## config.mk

```make
export PLATFORM = sky130hd
export DESIGN_NAME = dmux1t8_32_buf
export DESIGN_NICKNAME = d
export VERILOG_FILES = /design/src/rtl/dmux1t8_32_buf.sv
export SDC_FILE = /design/constraint.sdc
export NUM_CORES = 1
export LEC_CHECK = 0
export ABC_AREA = 1
export CAP_MARGIN = 20
export CELL_PAD_IN_SITES_DETAIL_PLACEMENT = 1
export CELL_PAD_IN_SITES_GLOBAL_PLACEMENT = 2
export CORE_ASPECT_RATIO = 2
export CORE_MARGIN = 5
export CORE_UTILIZATION = 31
export DETAILED_ROUTE_END_ITERATION = 12
export PLACE_DENSITY = 0.94
export SYNTH_ARGS = -nofsm -noshare
export SYNTH_HDL_FRONTEND = slang
export SYNTH_SLANG_ARGS = --single-unit
```

## constraint.sdc

```tcl
create_clock -name clk -period 5.9 [get_ports clk]
set_clock_uncertainty 0.1 [all_clocks]
set_input_delay 1.475 -clock clk [delete_from_list [all_inputs] [get_ports clk]]
set_output_delay 1.475 -clock clk [all_outputs]
set_load 0.02 [all_outputs]
```

## src/rtl/dmux1t8_32_buf.sv

```systemverilog
// dmux1t8_32_buf
//   Registered 1-to-8 word distributor. One producer word per handshake is
//   steered into one of eight holding registers, chosen by an explicit
//   select (s) or by an internal round-robin pointer (ptr, when auto=1).
//   Each register carries a full flag cleared by its consumer's ack.
//
// Ports
//   clk, rst_n        clock, asynchronous active-low reset
//   din[WIDTH]        word to distribute
//   s[3], auto        explicit target / use round-robin pointer
//   in_valid,in_ready producer handshake (in_ready is combinational)
//   o0..o7[WIDTH]     holding registers
//   o_valid[8]        per-channel full flags
//   o_ack[8]          per-channel consumer acknowledge
//   ptr[3]            next auto-mode target
//   count[4]          popcount of o_valid, registered with it

// One holding register plus its full flag.
module dmux1t8_32_buf_chan #(
  parameter int WIDTH = 32
) (
  input  logic             clk,
  input  logic             rst_n,
  input  logic             wr_en,
  input  logic             vld_d,
  input  logic [WIDTH-1:0] din,
  output logic [WIDTH-1:0] data_q,
  output logic             vld_q
);
  logic [WIDTH-1:0] data_d;

  always_comb begin
    data_d = data_q;
    if (wr_en) data_d = din;
  end

  always_ff @(posedge clk or negedge rst_n) begin
    if (!rst_n) begin
      data_q <= '0;
      vld_q  <= 1'b0;
    end else begin
      data_q <= data_d;
      vld_q  <= vld_d;
    end
  end
endmodule

module dmux1t8_32_buf #(
  parameter int WIDTH = 32
) (
  input  logic             clk,
  input  logic             rst_n,
  input  logic [WIDTH-1:0] din,
  input  logic [2:0]       s,
  input  logic             auto,
  input  logic             in_valid,
  output logic             in_ready,
  output logic [WIDTH-1:0] o0,
  output logic [WIDTH-1:0] o1,
  output logic [WIDTH-1:0] o2,
  output logic [WIDTH-1:0] o3,
  output logic [WIDTH-1:0] o4,
  output logic [WIDTH-1:0] o5,
  output logic [WIDTH-1:0] o6,
  output logic [WIDTH-1:0] o7,
  output logic [7:0]       o_valid,
  input  logic [7:0]       o_ack,
  output logic [2:0]       ptr,
  output logic [3:0]       count
);
  localparam int NUM_LANES = 8;

  logic [NUM_LANES-1:0][WIDTH-1:0] data_q;
  logic [NUM_LANES-1:0]            vld_q;
  logic [NUM_LANES-1:0]            vld_d;
  logic [NUM_LANES-1:0]            wr_sel;
  logic [2:0]                      tgt;
  logic                            accept;
  logic [2:0]                      ptr_q, ptr_d;
  logic [3:0]                      count_q, count_d;

  // Ready depends only on target state and ack, never on din/in_valid.
  assign tgt      = auto ? ptr_q : s;
  assign in_ready = ~vld_q[tgt] | o_ack[tgt];
  assign accept   = in_valid & in_ready;

  always_comb begin
    wr_sel = '0;
    if (accept) wr_sel[tgt] = 1'b1;
    // A write wins over a same-cycle ack on the same channel.
    vld_d = wr_sel | (vld_q & ~o_ack);
    ptr_d = ptr_q;
    if (accept && auto) ptr_d = ptr_q + 3'd1;
    // count tracks the next-state flags so it always matches o_valid.
    count_d = '0;
    for (int i = 0; i < NUM_LANES; i++) count_d = count_d + {3'b000, vld_d[i]};
  end

  for (genvar g = 0; g < NUM_LANES; g++) begin : g_chan
    dmux1t8_32_buf_chan #(.WIDTH(WIDTH)) u_chan (
      .clk    (clk),
      .rst_n  (rst_n),
      .wr_en  (wr_sel[g]),
      .vld_d  (vld_d[g]),
      .din    (din),
      .data_q (data_q[g]),
      .vld_q  (vld_q[g])
    );
  end

  always_ff @(posedge clk or negedge rst_n) begin
    if (!rst_n) begin
      ptr_q   <= '0;
      count_q <= '0;
    end else begin
      ptr_q   <= ptr_d;
      count_q <= count_d;
    end
  end

  assign o0      = data_q[0];
  assign o1      = data_q[1];
  assign o2      = data_q[2];
  assign o3      = data_q[3];
  assign o4      = data_q[4];
  assign o5      = data_q[5];
  assign o6      = data_q[6];
  assign o7      = data_q[7];
  assign o_valid = vld_q;
  assign ptr     = ptr_q;
  assign count   = count_q;
endmodule
```

==> PnR_summary.wiki <==
{| class="wikitable"
! Metric !! Value
|-
| Cell family with most CP delay || buffers and inverters
|-
| Number of global-route vias before repair || 11510
|-
| Total power || 9.713 mW
|-
| Predominant post-synthesis flop cell || dfrtp_1
|-
| Number of max-slew violations in the final report || 0
|-
| Initial antenna violation count || 0
|-
| Net count after synthesis || 1382
|-
| Top cell type's share of synthesized area || 57.19%
|-
| Capture endpoint of the worst hold path || g_chan[6].u_chan.data_q[21]
|-
| Largest net degree at the start of global routing || 111
|-
| Number of cells traversed by the worst register-to-register path || 21
|-
| DR vias || 10770
|-
| Share of synthesized registers carrying an async set or reset || 100.0%
|-
| Layout Area Growth over Synthesis || 34.87%
|-
| Count of flip-flops with a built-in enable after synthesis || 0
|-
| Fill count || 4302
|-
| Detail-routed net length per standard cell || 24.31 µm
|-
| Internal power || 5.684 mW
|-
| Endpoint of the lowest-slack register-to-register path || count[2]
|-
| Maximum buffer depth of the clock tree || 3
|-
| Core area || 37910 µm²
|-
| Distinct cells, synth || 25
|-
| Average cell area after synthesis || 8.936 µm²
|-
| Ordered list of cells on the worst path || clkdlybuf4s50_1 -> buf_4 -> nand2_1 -> nand2_1 -> nand2_1 -> nand2_1 -> nand2_1 -> nand2_1 -> nand2_1 -> nand2_1 -> nand2_8 -> clkdlybuf4s50_1
|-
| DRT antenna net count || 0
|-
| Final Setup Violations || 0
|-
| Number of H-tree branching levels || 1
|-
| Part of the power in registers || 33.8%
|-
| Crit path setup slack, layout || 398.2 ps
|-
| First-pass iteration count of the detailed router || 4
|-
| Worst path bufs/invs || 3
|-
| Cell with the most instances after synthesis || nand2_1
|-
| Unrepaired setup endpoints after global routing || no
|-
| Clk slew on worst S/H paths || 60 ps
|-
| Hold buffer count at CTS || 0
|-
| Worst-path fanout max || 54
|-
| Critical Path Max Stage Delay || 680 ps
|-
| Worst slack on hold paths || 367.7 ps
|-
| Worst reg-to-reg setup slack || 1610 ps
|-
| Combinational cell fraction of total power || 47.7%
|-
| Post-route clock period utilization || 93.25%
|-
| Boundary Pins || 319
|-
| Headroom to the max-slew limit || 22.60%
|-
| Launching point of the worst reg2reg path || ptr[0]
|-
| Number of warnings issued by yosys || 0
|-
| Setup crit end kind || output port
|-
| CTS tree || done
|-
| Total routing resource utilization after global routing || 22.89%
|-
| Total clock sinks || 271
|-
| Cell with the largest stage delay on the worst path || clkdlybuf4s50_1
|-
| Hold path cells || 2
|-
| Clock latency on the worst-skew pair || 550 ps
|-
| Netlist Area Pre-Place || 11860 µm²
|-
| Fraction of final layout cells sized beyond drive strength 1 || 6.174%
|-
| Overall die height || 286.6 µm
|-
| 1st-iter DRT viols || 580
|-
| Number of cell rows || 101
|-
| Max-capacitance violation count || 0
|-
| Cell repeated most along the worst path || nand2_1
|-
| Arrival @ worst endpoint || 3930 ps
|-
| Synthesized instance count || 1327
|-
| Starting Density || 31.28%
|-
| Number of port buffers || 318
|-
| Detailed Route WL || 49450 µm
|-
| Power per cell area || 607.4 nW/µm²
|-
| Run status || finished clean
|-
| Switching portion of total power || 41.48%
|-
| Top cells by count, synth || nand2_1 (577), dfrtp_1 (271), nand4_1 (259), clkbuf_1 (57), clkbuf_2 (32)
|-
| Dpl ws || 130.3 ps
|-
| Worst Max-Slew Pin Slew || 1161 ps
|-
| Post_cts resized || 0
|-
| Sequential cell area fraction in the yosys report || 57.19%
|-
| Remaining design rule violation count || 0
|-
| Achievable clock frequency || 0.1818 GHz
|-
| Final weighted congestion in routability-driven placement || 0.8502
|-
| Number of flip-flops and latches in the synthesized netlist || 271
|-
| IR drop worst, VDD || 0.2989 mV
|-
| Crit Path Class || in -> out
|-
| Startpoint types || input port
|-
| Dpl hpwl || 33560 µm
|-
| Required arrival time at the worst endpoint || 4320 ps
|-
| Beginning of the worst hold path || g_chan[6].u_chan.data_q[21]
|-
| Count of cell instances traversed by the critical path || 12
|-
| Cell at the root of the clock tree || clkbuf_16
|-
| Antenna diodes || 0
|-
| Leakage power summed over all cells || 7.768 nW
|-
| Final-layout setup total negative slack || 0 ps
|-
| Period minus WS final || 5502 ps
|-
| Detailed-route vias per instance || 5.294
|-
| Number of nets in the final layout || 1606
|-
| Class of the tightest hold or removal check || reg -> reg
|-
| CTS Buf Count || 26
|-
| Wire length of the first global-routing pass || 74580 µm
|-
| Clock group share of total power || 18.5%
|-
| Reported net switching power || 4.029 mW
|-
| Global-route congestion overflow total || 0
|-
| Die span in x || 148.3 µm
|-
| Library cell with the largest summed area after synthesis || dfrtp_1
|-
| Area enclosed by the die boundary || 42500 µm²
|-
| Hold Violations, Final || 0
|-
| Top area cells in the synthesized netlist || dfrtp_1 (57%), nand2_1 (18%), nand4_1 (14%)
|}
[through the flow]
step | instance area [µm²] | cells | util [%]
CTS | 16000 | 2035 | 42.20
floorplan | 11860 | 1327 | -
global placement | 15100 | 1987 | 39.82
detailed placement | 15100 | 1987 | 39.82
finish | 15990 | 2034 | 42.18
global route | 15990 | 2034 | 42.18
[metal layers]
metal | vias up | track usage (%) | wire, µm
met5 | - | 0 | 0
met4 | 0 | 12.88 | 3298
met3 | 115 | 2.686 | 1837
met2 | 333 | 42.30 | 26780
met1 | 5467 | 24.99 | 17530
li1 | 4852 | - | -
[registers in the layout, indices dropped and copies added (netlist names)]
signal                flops
g_chan.u_chan.vld_q       8
g_chan.u_chan.data_q    256
count                     4
ptr                       3
[power by group through the flow]
stage	Sequential [mW]	Combinational [mW]	Clock, mW
global route	3.39	4.93	1.91
floorplan	4.26	1.19	0
finish	3.28	4.63	1.80
detailed placement	3.30	4.70	0
CTS	3.29	4.71	1.85
global placement	3.28	4.59	0
[tightest hold or removal path, stage by stage (launching register included)]
cell,delay (ps)
dfrtp_1,340
nand2_1,50
nand2_1,40
[cell usage in the layout (no fill, tap or decap), types with 3 or more instances in the layout]
| master | n |
|---|---|
| clkbuf_8 | 7 |
| clkbuf_16 | 27 |
| bufinv_16 | 3 |
| inv_2 | 4 |
| nand2_2 | 3 |
| buf_4 | 26 |
| nand4_1 | 259 |
| inv_1 | 25 |
| ha_1 | 4 |
| clkbuf_1 | 6 |
| nand3_1 | 7 |
| nand2_1 | 577 |
| fa_1 | 4 |
| clkinv_2 | 5 |
| clkdlybuf4s50_1 | 316 |
| nor2_4 | 8 |
| dfrtp_1 | 271 |
| nand3_2 | 8 |
[worst max path at each step]
stage / to / startpoint
after global placement: in_ready / auto
after detailed placement: count[2] / auto
after CTS: in_ready / auto
after global routing: count[2] / auto
after floorplan: count[2] / auto
final: in_ready / auto
[cell families after synthesis]
family / after synthesis / share of synthesized area [%]
AO/OA/AOI/OAI: 4 / 0.2321
AND/OR/NAND/NOR: 864 / 33.25
adder cells (fa/ha/maj): 8 / 1.097
XOR/XNOR: 2 / 0.1478
buffers and inverters: 178 / 8.083
flip-flops: 271 / 57.19
[what timing repair did]
| action | in CTS | in global routing |
|---|---|---|
| buffers inserted | 0 | 0 |
| hold endpoints to repair | 0 | 0 |
| endpoints found under the setup margin | 0 | 1 |
[layout make-up]
cell class / count / area (µm²) / area share [%]
Clock inverter: 9 / 123.9 / 0.7745
Timing Repair Buffer: 345 / 3407 / 21.30
Multi-Input combinational cell: 878 / 4212 / 26.33
Sequential cell: 271 / 6782 / 42.40
Tap cell: 463 / 579.3 / 3.622
Clock buffer: 39 / 780.7 / 4.882
Inverter: 29 / 108.9 / 0.6806
Note: power is estimated with default switching activity, not from simulation.
